## src/rtl/bldcm_pkg.sv

```systemverilog
// Shared constants for the BLDC motor ramp controller: register maps of this block and
// the motor slave, Avalon response codes and the ramp FSM encoding.
package bldcm_pkg;

    // Motor-side (mBldcm) register addresses
    localparam logic [1:0] MOTOR_FREQ   = 2'd0;
    localparam logic [1:0] MOTOR_STATUS = 2'd3;

    // Host-side register addresses of this block
    localparam logic [1:0] REG_TARGET   = 2'd0;
    localparam logic [1:0] REG_STEP     = 2'd1;
    localparam logic [1:0] REG_INTERVAL = 2'd2;
    localparam logic [1:0] REG_CTRL     = 2'd3;

    localparam int CTRL_EN_BIT   = 0;
    localparam int CTRL_BUSY_BIT = 1;
    localparam int CTRL_ERR_BIT  = 2;

    // Avalon response codes
    localparam logic [1:0] RESP_OKAY   = 2'b00;
    localparam logic [1:0] RESP_SLVERR = 2'b10;

    typedef enum logic [2:0] {
        ST_IDLE  = 3'd0,
        ST_WAIT  = 3'd1,
        ST_WRITE = 3'd2,
        ST_RESP  = 3'd3,
        ST_RDBK  = 3'd4,
        ST_FAULT = 3'd5
    } state_e;

endpackage

```

## src/rtl/bldcm_ramp_regs.sv

```systemverilog
// Host-facing register file: TARGET, STEP, INTERVAL and CTRL/STATUS with a sticky,
// write-one-to-clear error bit.
module bldcm_ramp_regs
    import bldcm_pkg::*;
#(
    parameter int pIntervalWidth = 24,
    parameter int pFreqWidth     = 32
) (
    input  logic                      clk,
    input  logic                      rst_n,
    input  logic [1:0]                addr,
    input  logic                      rd,
    output logic [31:0]               rdata,
    output logic [1:0]                resp,
    input  logic                      wr,
    input  logic [31:0]               wdata,
    input  logic                      busy,
    input  logic                      set_err,
    output logic [pFreqWidth-1:0]     target,
    output logic [pFreqWidth-1:0]     step,
    output logic [pIntervalWidth-1:0] interval,
    output logic                      en,
    output logic                      err
);

    always_ff @(posedge clk) begin
        if (!rst_n) begin
            rdata    <= '0;
            resp     <= RESP_OKAY;
            target   <= '0;
            step     <= '0;
            interval <= '0;
            en       <= 1'b0;
            err      <= 1'b0;
        end else begin
            rdata <= '0;
            resp  <= RESP_OKAY;
            if (rd) begin
                case (addr)
                    REG_TARGET:   rdata <= 32'(target);
                    REG_STEP:     rdata <= 32'(step);
                    REG_INTERVAL: rdata <= 32'(interval);
                    default:      rdata <= {29'd0, err, busy, en};
                endcase
            end
            if (wr) begin
                case (addr)
                    REG_TARGET:   target   <= wdata[pFreqWidth-1:0];
                    REG_STEP:     step     <= wdata[pFreqWidth-1:0];
                    REG_INTERVAL: interval <= wdata[pIntervalWidth-1:0];
                    default: begin
                        en <= wdata[CTRL_EN_BIT];
                        if (wdata[CTRL_ERR_BIT]) err <= 1'b0;
                    end
                endcase
            end
            // A fault reported in the same cycle as a host clear must not be lost
            if (set_err) err <= 1'b1;
        end
    end

endmodule

```

## src/rtl/bldcm_ramp_ctrl.sv

```systemverilog
// Ramps the mBldcm motor frequency towards TARGET in STEP increments, one master write per
// INTERVAL. Optional read-back verification is enabled with `define BLDCM_RAMP_READBACK_EN.
module bldcm_ramp_ctrl
    import bldcm_pkg::*;
#(
    parameter int pIntervalWidth = 24,
    parameter int pFreqWidth     = 32
) (
    input  logic        iClock,
    input  logic        iReset_n,
    // Both Avalon ports: a strobe (iRead/iWrite, oMRead/oMWrite) is a one-cycle request with
    // no waitrequest; the response (data + resp code) is valid exactly one cycle later.
    input  logic [1:0]  iAddr,
    input  logic        iRead,
    output logic [31:0] oRdata,
    input  logic        iWrite,
    input  logic [31:0] iWdata,
    output logic [1:0]  oResp,
    output logic [1:0]  oMAddr,
    output logic        oMRead,
    input  logic [31:0] iMRdata,
    output logic        oMWrite,
    output logic [31:0] oMWdata,
    input  logic [1:0]  iMResp,
    output logic        oBusy,
    output logic        oError,
    output state_e      dbg_state
);

    logic [pFreqWidth-1:0]     target, step, cur, nxt_val, calc, diff;
    logic [pIntervalWidth-1:0] interval, cnt;
    logic                      en, err, set_err, load_cnt, up;
    state_e                    state, state_nxt;

    bldcm_ramp_regs #(
        .pIntervalWidth (pIntervalWidth),
        .pFreqWidth     (pFreqWidth)
    ) u_regs (
        .clk      (iClock),
        .rst_n    (iReset_n),
        .addr     (iAddr),
        .rd       (iRead),
        .rdata    (oRdata),
        .resp     (oResp),
        .wr       (iWrite),
        .wdata    (iWdata),
        .busy     (oBusy),
        .set_err  (set_err),
        .target   (target),
        .step     (step),
        .interval (interval),
        .en       (en),
        .err      (err)
    );

    // Clamp to TARGET whenever one more step would reach or pass it, so no wrap can occur
    always_comb begin
        up   = target > cur;
        diff = up ? (target - cur) : (cur - target);
        if (step == '0 || diff <= step) calc = target;
        else if (up)                    calc = cur + step;
        else                            calc = cur - step;
    end

`ifdef BLDCM_RAMP_READBACK_EN
    logic rb_phase;
    always_ff @(posedge iClock) begin
        if (!iReset_n) rb_phase <= 1'b0;
        else           rb_phase <= (state == ST_RDBK) && !rb_phase;
    end
`else
    logic rdbk_unused;
    assign rdbk_unused = ^iMRdata;
`endif

    always_comb begin
        state_nxt = state;
        set_err   = 1'b0;
        load_cnt  = 1'b0;
        case (state)
            ST_IDLE: begin
                if (en && cur != target) begin
                    state_nxt = ST_WAIT;
                    load_cnt  = 1'b1;
                end
            end
            ST_WAIT: begin
                if (!en || cur == target) state_nxt = ST_IDLE;
                else if (cnt == '0)       state_nxt = ST_WRITE;
            end
            ST_WRITE: state_nxt = ST_RESP;
            ST_RESP: begin
                if (iMResp != RESP_OKAY) begin
                    set_err   = 1'b1;
                    state_nxt = ST_FAULT;
                end else begin
`ifdef BLDCM_RAMP_READBACK_EN
                    state_nxt = ST_RDBK;
`else
                    // CUR only takes nxt_val at this edge, so decide on the new value
                    if (en && nxt_val != target) begin
                        state_nxt = ST_WAIT;
                        load_cnt  = 1'b1;
                    end else begin
                        state_nxt = ST_IDLE;
                    end
`endif
                end
            end
`ifdef BLDCM_RAMP_READBACK_EN
            ST_RDBK: begin
                if (rb_phase) begin
                    if (iMResp != RESP_OKAY || iMRdata[pFreqWidth-1:0] != cur) begin
                        set_err   = 1'b1;
                        state_nxt = ST_FAULT;
                    end else if (en && cur != target) begin
                        state_nxt = ST_WAIT;
                        load_cnt  = 1'b1;
                    end else begin
                        state_nxt = ST_IDLE;
                    end
                end
            end
`endif
            ST_FAULT: if (!err) state_nxt = ST_IDLE;
            default:  state_nxt = ST_IDLE;
        endcase
    end

    always_ff @(posedge iClock) begin
        if (!iReset_n) begin
            state   <= ST_IDLE;
            cnt     <= '0;
            cur     <= '0;
            nxt_val <= '0;
        end else begin
            state <= state_nxt;
            if (load_cnt)                          cnt <= interval;
            else if (state == ST_WAIT && cnt != '0) cnt <= cnt - pIntervalWidth'(1);
            if (state == ST_WRITE) nxt_val <= calc;
            if (state == ST_RESP && iMResp == RESP_OKAY) cur <= nxt_val;
        end
    end

    // Strobes are gated by reset so an asserted reset cuts a transaction in the same cycle
    always_comb begin
        oBusy   = iReset_n && (state == ST_WAIT || state == ST_WRITE ||
                               state == ST_RESP || state == ST_RDBK);
        oMWrite = iReset_n && (state == ST_WRITE);
        oMWdata = oMWrite ? 32'(calc) : 32'd0;
        oMAddr  = MOTOR_FREQ;
`ifdef BLDCM_RAMP_READBACK_EN
        oMRead  = iReset_n && (state == ST_RDBK) && !rb_phase;
`else
        oMRead  = 1'b0;
`endif
    end

    assign oError    = err;
    assign dbg_state = state;

endmodule

```

## config.mk

```make
export PLATFORM = sky130hd
export DESIGN_NAME = bldcm_ramp_ctrl
export DESIGN_NICKNAME = d
export VERILOG_FILES = /design/src/rtl/bldcm_pkg.sv /design/src/rtl/bldcm_ramp_regs.sv /design/src/rtl/bldcm_ramp_ctrl.sv
export SDC_FILE = /design/constraint.sdc
export NUM_CORES = 1
export LEC_CHECK = 0
export CAP_MARGIN = 20
export CORE_UTILIZATION = 59
export DETAILED_ROUTE_END_ITERATION = 10
export PLACE_DENSITY = 0.83
export SETUP_SLACK_MARGIN = 0.4
export SLEW_MARGIN = 15
export SYNTH_ARGS = -nofsm -noshare
export SYNTH_HDL_FRONTEND = slang
export SYNTH_SLANG_ARGS = --single-unit
```

## constraint.sdc

```tcl
create_clock -name iClock -period 8.1 [get_ports iClock]
set_input_delay 1.215 -clock iClock [delete_from_list [all_inputs] [get_ports iClock]]
set_output_delay 1.215 -clock iClock [all_outputs]
set_load 0.01 [all_outputs]
```

==> results.ini, run 1 <==
[status]
status=complete, no violations

[worst_setup_path]
crit_fanout=19
required_ps=6880
cp_slowest_cell=or4_1
slowest_delay_ps=590
cp-startpoint=u_regs.target[15]
crit_arrival_ps=6410
path_common_cell=buf_12
path_class=reg -> out
r2r-start=u_regs.target[27]
critPathLaunchType=flop
cp_num_buf_inv=7
end_kind=output port
crit_family=compound AO/OA/AOI/OAI gates

[logic_synthesis]
yosys_warnings=0
syn-cell-area_mm2=0.0156
synth_enable_flop_cells=0
synth_top_area_share_pct=27.3
async_reset_ff_share_pct=0
ys.flop_type=dfxtp_1
ys_ff_latch=213
yosys-top-cells-area=dfxtp_1 27%, ha_1 10%, nand2_1 8.8%
ys_seq_area_share_pct=27.3
ys_types=74
synthesis.instances=2089
synth_most_common_cell=nand2_1
synth.avg_cell_area_um2=7.47
synth_top_area_cell=dfxtp_1
synthTopCellsByCount=366 x nand2_1, 213 x dfxtp_1, 157 x a21oi_1

[sta]
rsz0062_at_grt=yes
period_needed_ps=7630
slew_headroom_pct=33.1
max_freq_mhz=131
slew_violations=0
hold_violations=0
fin_skew_ps=9.22
tns_ps=0
setup_viol=0
worst_slew_pin_slew_ps=1000
fin_crit_sh_pct=94.2

[pwr]
cellLeakagePower_uw=0.00823
pwr_density_cell_mw_per_mm2=201
total_power_uw=3720
irDropWorstVdd_mv=0.166

[die]
die_y_um=165
die_area_mm2=0.0271
io_pins=147
core_area_mm2=0.0260
core.rowCount=59
dieWidth_um=165
start_util_pct=60.1

[cells_and_area]
syn_to_final_growth_pct=18.9
nets=2429
drive_above_1_share_pct=10.5
n_antenna_cell=0

[grt]
track_usage_pct=40.1
grt_max_degree=81
grt_pass1_wl_um=83600
antenna_found_initial=0
grt_pass1_vias=14976
overflow=0

[drt]
drt_iter0_markers=2022
drtAntennaViolNets=0
drcViolationCount=0
wire_per_inst_um=21.5
vias=16249
routed_wl_um=55300
dr.pass1.iters=8
viasPerCell=6.32

[placement]
numPortBuffers=109
routabilityCongestion=1.02
place_hpwl_um=42300

[clock_network]
clockBufferDepth=3
numCtsBuffers=23
hold_buffers=0
clockRootBuffer=clkbuf_16
tritoncts=yes
clk_pin_slew_ps=60
h-tree-depth=1
worstSkewPairLatency_ps=510
cts.sinks=213

[worst_hold_path]
hold_path_class=reg -> reg
hp-start=u_regs.interval[16]

[flow_run]
max-cap-violations=0

-- sequential cells by signal (all words and copies together) (netlist names) --
| signal | cells |
|---|---|
| cur | 32 |
| nxt_val | 32 |
| u_regs.rdata | 32 |
| u_regs.step | 32 |
| u_regs.target | 32 |
| cnt | 24 |
| u_regs.interval | 24 |
| dbg_state | 3 |
| u_regs.en | 1 |
| u_regs.err | 1 |
-- layout by cell type, fill, tap and decap left out, drive strengths merged, types with 27 or more instances in the layout --
cell type | synthesis | layout
dlymetal6s2s | 0 | 27
nor3 | 46 | 46
clkdlybuf4s50 | 0 | 79
a21boi | 134 | 134
a21o | 52 | 52
xnor2 | 59 | 59
inv | 126 | 126
a21oi | 157 | 157
nand2 | 366 | 366
clkbuf | 102 | 31
nand3 | 39 | 39
ha | 128 | 128
o21ai | 95 | 95
dfxtp | 213 | 213
xor2 | 54 | 54
mux2i | 40 | 40
buf | 18 | 121
nor2 | 151 | 151
-- metal layers --
layer  share of wire [%]  global-route usage [%]
met5                   0                       0
met4                 2.7                    11.3
met1                  42                    56.4
met2                  43                    61.0
met3                  12                    8.81
-- metrics by stage --
step / util [%] / cell area [um2] / setup WS [ps] / hold WS, ps / std cells
after global placement: 67.4 / 17500 / 389 / 467 / 2526
final: 71.4 / 18600 / 472 / 481 / 2573
after floorplan: - / 15600 / 1500 / 449 / 2093
after CTS: 70.4 / 18300 / 411 / 482 / 2565
after global routing: 71.4 / 18600 / 253 / 515 / 2573
after detailed placement: 67.4 / 17500 / 301 / 473 / 2526
-- cell type report --
cell class / instances / area [um2]
Timing Repair Buffer: 228 / 2100
Clock inverter: 6 / 38.8
Sequential cell: 213 / 4270
Clock buffer: 31 / 646
Multi-Input combinational cell: 1634 / 10600
Tap cell: 335 / 419
Fill cell: 2083 / 7420
Inverter: 126 / 473
-- cell families (layout without fill, tap and decap cells) --
kind of cell             after synthesis  count (layout)  synth area share, %
XOR/XNOR                             113             113                 6.34
buffers and inverters                246             391                 6.16
AO/OA/AOI/OAI                        597             597                 25.1
other                                  1               5               0.0240
flip-flops                           213             213                 27.3
AND/OR/NAND/NOR                      744             744                 21.2
adder cells (fa/ha/maj)              131             131                 10.6
multiplexers                          44              44                 3.15
-- repair_timing --
item,in CTS,in global routing
gates resized for setup,21,70
hold endpoints to repair,0,0
setup buffers,2,7
endpoints found under the setup margin,32,32
pin swaps,3,5
-- worst min-delay path: stages, from the launching register on --
cell and delay (ps):
dfxtp_1 320, nand2_1 50, a21boi_0 60
-- path summary, 6_finish.rpt --
kind                    endpoint  cells past startpoint  slack (ps)
max                   oMWdata[7]                     26         470
min          u_regs.interval[16]                      2         480
max reg2reg           nxt_val[4]                     25        2330
min reg2reg  u_regs.interval[16]                      2         480
-- where the power goes --
part	switching (uW)	total [uW]	leakage, uW	internal, uW
sequential	31.6	1100	0.00173	1070
combinational	954	1640	0.00617	682
clock	430	984	0.000333	555
total	1420	3720	0.00823	2310
Note: power is estimated with default switching activity, not from simulation.
==> inputs of run 2 (changes only) <==
Settings changed: CORE_ASPECT_RATIO from default to 2, CORE_UTILIZATION 59 to 41, CTS_CLUSTER_DIAMETER from default to 30, PLACE_DENSITY 0.83 to 0.61.
==> results.ini, run 2 (synthesis gave the netlist of run 1 again) <==
[cells_and_area]
n_antenna_cell=0  ; unchanged
drive_above_1_share_pct=15.9  ; was 10.5%
nets=2506  ; was 2,429
layout_commonest_cell=nand2_1  ; unchanged
num-fill-cells=3593  ; was 2,083
final_util_pct=52.6  ; was 71.4%
syn_to_final_growth_pct=26.2  ; was 18.9%
layout_common_cells=361 x nand2_1, 211 x dfxtp_1, 172 x buf_4  ; was 365 x nand2_1, 207 x dfxtp_1, 144 x a21oi_1

[worst_hold_path]
hp-start=cnt[8]  ; was u_regs.interval[16]
whs_endpoint=cnt[8]  ; was u_regs.interval[16]
holdPathStages=2  ; unchanged
hold_path_class=reg -> reg  ; unchanged

[clock_network]
tritoncts=yes  ; unchanged
numCtsBuffers=27  ; was 23
clockRootBuffer=clkbuf_16  ; unchanged
clockBufferDepth=3  ; unchanged
clk_pin_slew_ps=60  ; about the same
h-tree-depth=1  ; unchanged
hold_buffers=0  ; unchanged
worstSkewPairLatency_ps=560  ; was 510 ps
cts.sinks=213  ; unchanged

[drt]
drtAntennaViolNets=0  ; unchanged
dr.pass1.iters=5  ; was 8
routed_wl_um=62900  ; was 55,300 um
drcViolationCount=0  ; unchanged
vias=16209  ; was 16,249
wire_per_inst_um=22.6  ; was 21.5 um
viasPerCell=5.83  ; was 6.32
drt_iter0_markers=850  ; was 2,022

[grt]
antenna_found_initial=1  ; was 0
track_usage_pct=31.7  ; was 40.1%
grt_max_degree=89  ; was 81
overflow=0  ; unchanged
grt_pass1_wl_um=93600  ; was 83,600 um
grt_pass1_vias=15982  ; was 14,976

[worst_setup_path]
path_class=reg -> out  ; unchanged
r2r-end=nxt_val[0]  ; was nxt_val[4]
reg2reg_slack_ps=1950  ; was 2330 ps
ff2ff_path_depth=28  ; was 25
crit_arrival_ps=6450  ; was 6410 ps
end_kind=output port  ; unchanged
r2r-start=u_regs.target[17]  ; was u_regs.target[27]
crit_fanout=10  ; was 19
required_ps=6880  ; about the same
critPathLaunchType=flop  ; unchanged

[sta]
worst_slew_pin_slew_ps=1090  ; was 1000 ps
whs_ps=475  ; was 481 ps
max_freq_mhz=130  ; was 131 MHz
period_needed_ps=7660  ; was 7630 ps
hold_violations=0  ; unchanged
rsz0062_at_grt=yes  ; unchanged
slew_violations=0  ; unchanged
fin_skew_ps=18.5  ; was 9.22 ps
tns_ps=0  ; unchanged
fin_crit_sh_pct=94.6  ; was 94.2%
slew_headroom_pct=26.7  ; was 33.1%
setup_viol=0  ; unchanged

[die]
die_y_um=278  ; was 165 um
dieWidth_um=140  ; was 165 um
start_util_pct=41.7  ; was 60.1%
io_pins=147  ; unchanged
core_area_mm2=0.0374  ; was 0.0260 mm2
core.rowCount=100  ; was 59
die_area_mm2=0.0389  ; was 0.0271 mm2

[flow_run]
max-cap-violations=0  ; unchanged

[placement]
routabilityCongestion=0.972  ; was 1.02
place_hpwl_um=49000  ; was 42,300 um
numPortBuffers=109  ; unchanged

[status]
status=complete, no violations  ; unchanged

[pwr]
irDropWorstVdd_mv=0.160  ; was 0.166 mV
cellLeakagePower_uw=0.00833  ; was 0.00823 uW
pwr_density_cell_mw_per_mm2=224  ; was 201 mW/mm2
total_power_uw=4410  ; was 3720 uW

## run 2: changes by cell type in the layout (fill, tap and decap cells not counted), moves of 6 or more
cell             previous run  this run
inv_6                       0         7
buf_2                       1        10
dlymetal6s2s_1             27         0
buf_4                     115       172
clkbuf_2                    0        12
clkbuf_16                  23        30
buf_6                       0        13
clkdlybuf4s15_1             0         6
## run 2: power by group
part           leakage, uW  internal (uW)  switching (uW)
Combinational      0.00615            911            1150
Sequential         0.00172           1070            27.6
Clock             0.000453            716             531
## run 2: metal layers
metal	GRT usage [%]	share of wire, %	vias to the layer above
li1	-	-	7724
met1	33.3	36	7715
met2	58.4	51	566
met3	2.35	4.9	204
met4	24.0	8.2	0
met5	0	0	-
## run 2: timing repair
| item | 4_1_cts | 5_1_grt |
|---|---|---|
| gates cloned | 2 | 3 |
| gates resized for setup | 101 | 110 |
| setup buffers | 15 | 6 |
| setup endpoints to repair | 32 | 32 |
| pin swaps | 22 | 34 |
| hold endpoints to repair | 0 | 0 |
## run 2: how the worst max path moves through the flow
| stage | start | endpoint | slack [ps] | depth (start not counted) |
|---|---|---|---|---|
| final | u_regs.target[17] | oMWdata[10] | 440 | 26 |
| after global routing | u_regs.target[1] | oMWdata[30] | 350 | 29 |
| after CTS | u_regs.target[0] | oMWdata[24] | 310 | 30 |
| after detailed placement | cur[0] | oMWdata[21] | 40 | 28 |
| after global placement | u_regs.target[0] | oMWdata[12] | 30 | 26 |
| after floorplan | u_regs.target[0] | oMWdata[8] | 1500 | 25 |
## run 2: worst max-delay path: stages (launching register included)
cell       delay (ps)
dfxtp_1           390
inv_1             130
ha_1              370
buf_4             190
nand4_1           350
nor3_1            480
buf_4             220
a21oi_1            70
o21ai_0           240
o31a_1            380
buf_4             190
a32oi_2           100
xnor2_1           160
ha_1              360
nand4_1           150
nor4_1            260
buf_4             160
nand3_2            60
o211ai_1          260
a31oi_4            80
buf_6             160
or2_4             350
clkbuf_16         200
nor2_2            100
a31oi_2            60
nor2_1            220
buf_2             190
## run 2: area by class of cell
class	count	area, um2	share of cell area [%]
Multi-Input combinational cell	1634	10800	55.0
Inverter	126	473	2.40
Timing Repair Buffer	301	2620	13.3
Clock inverter	18	209	1.06
Tap cell	459	574	2.92
Clock buffer	31	711	3.61
Sequential cell	213	4270	21.7
## run 2: metrics by stage
step,setup slack (ps),cell area (um2),std cells
final,436,19700,2782
after global routing,345,19700,2782
after CTS,314,19300,2772
after detailed placement,42.2,18100,2706
after global placement,25.9,18100,2706
after floorplan,1500,15600,2093
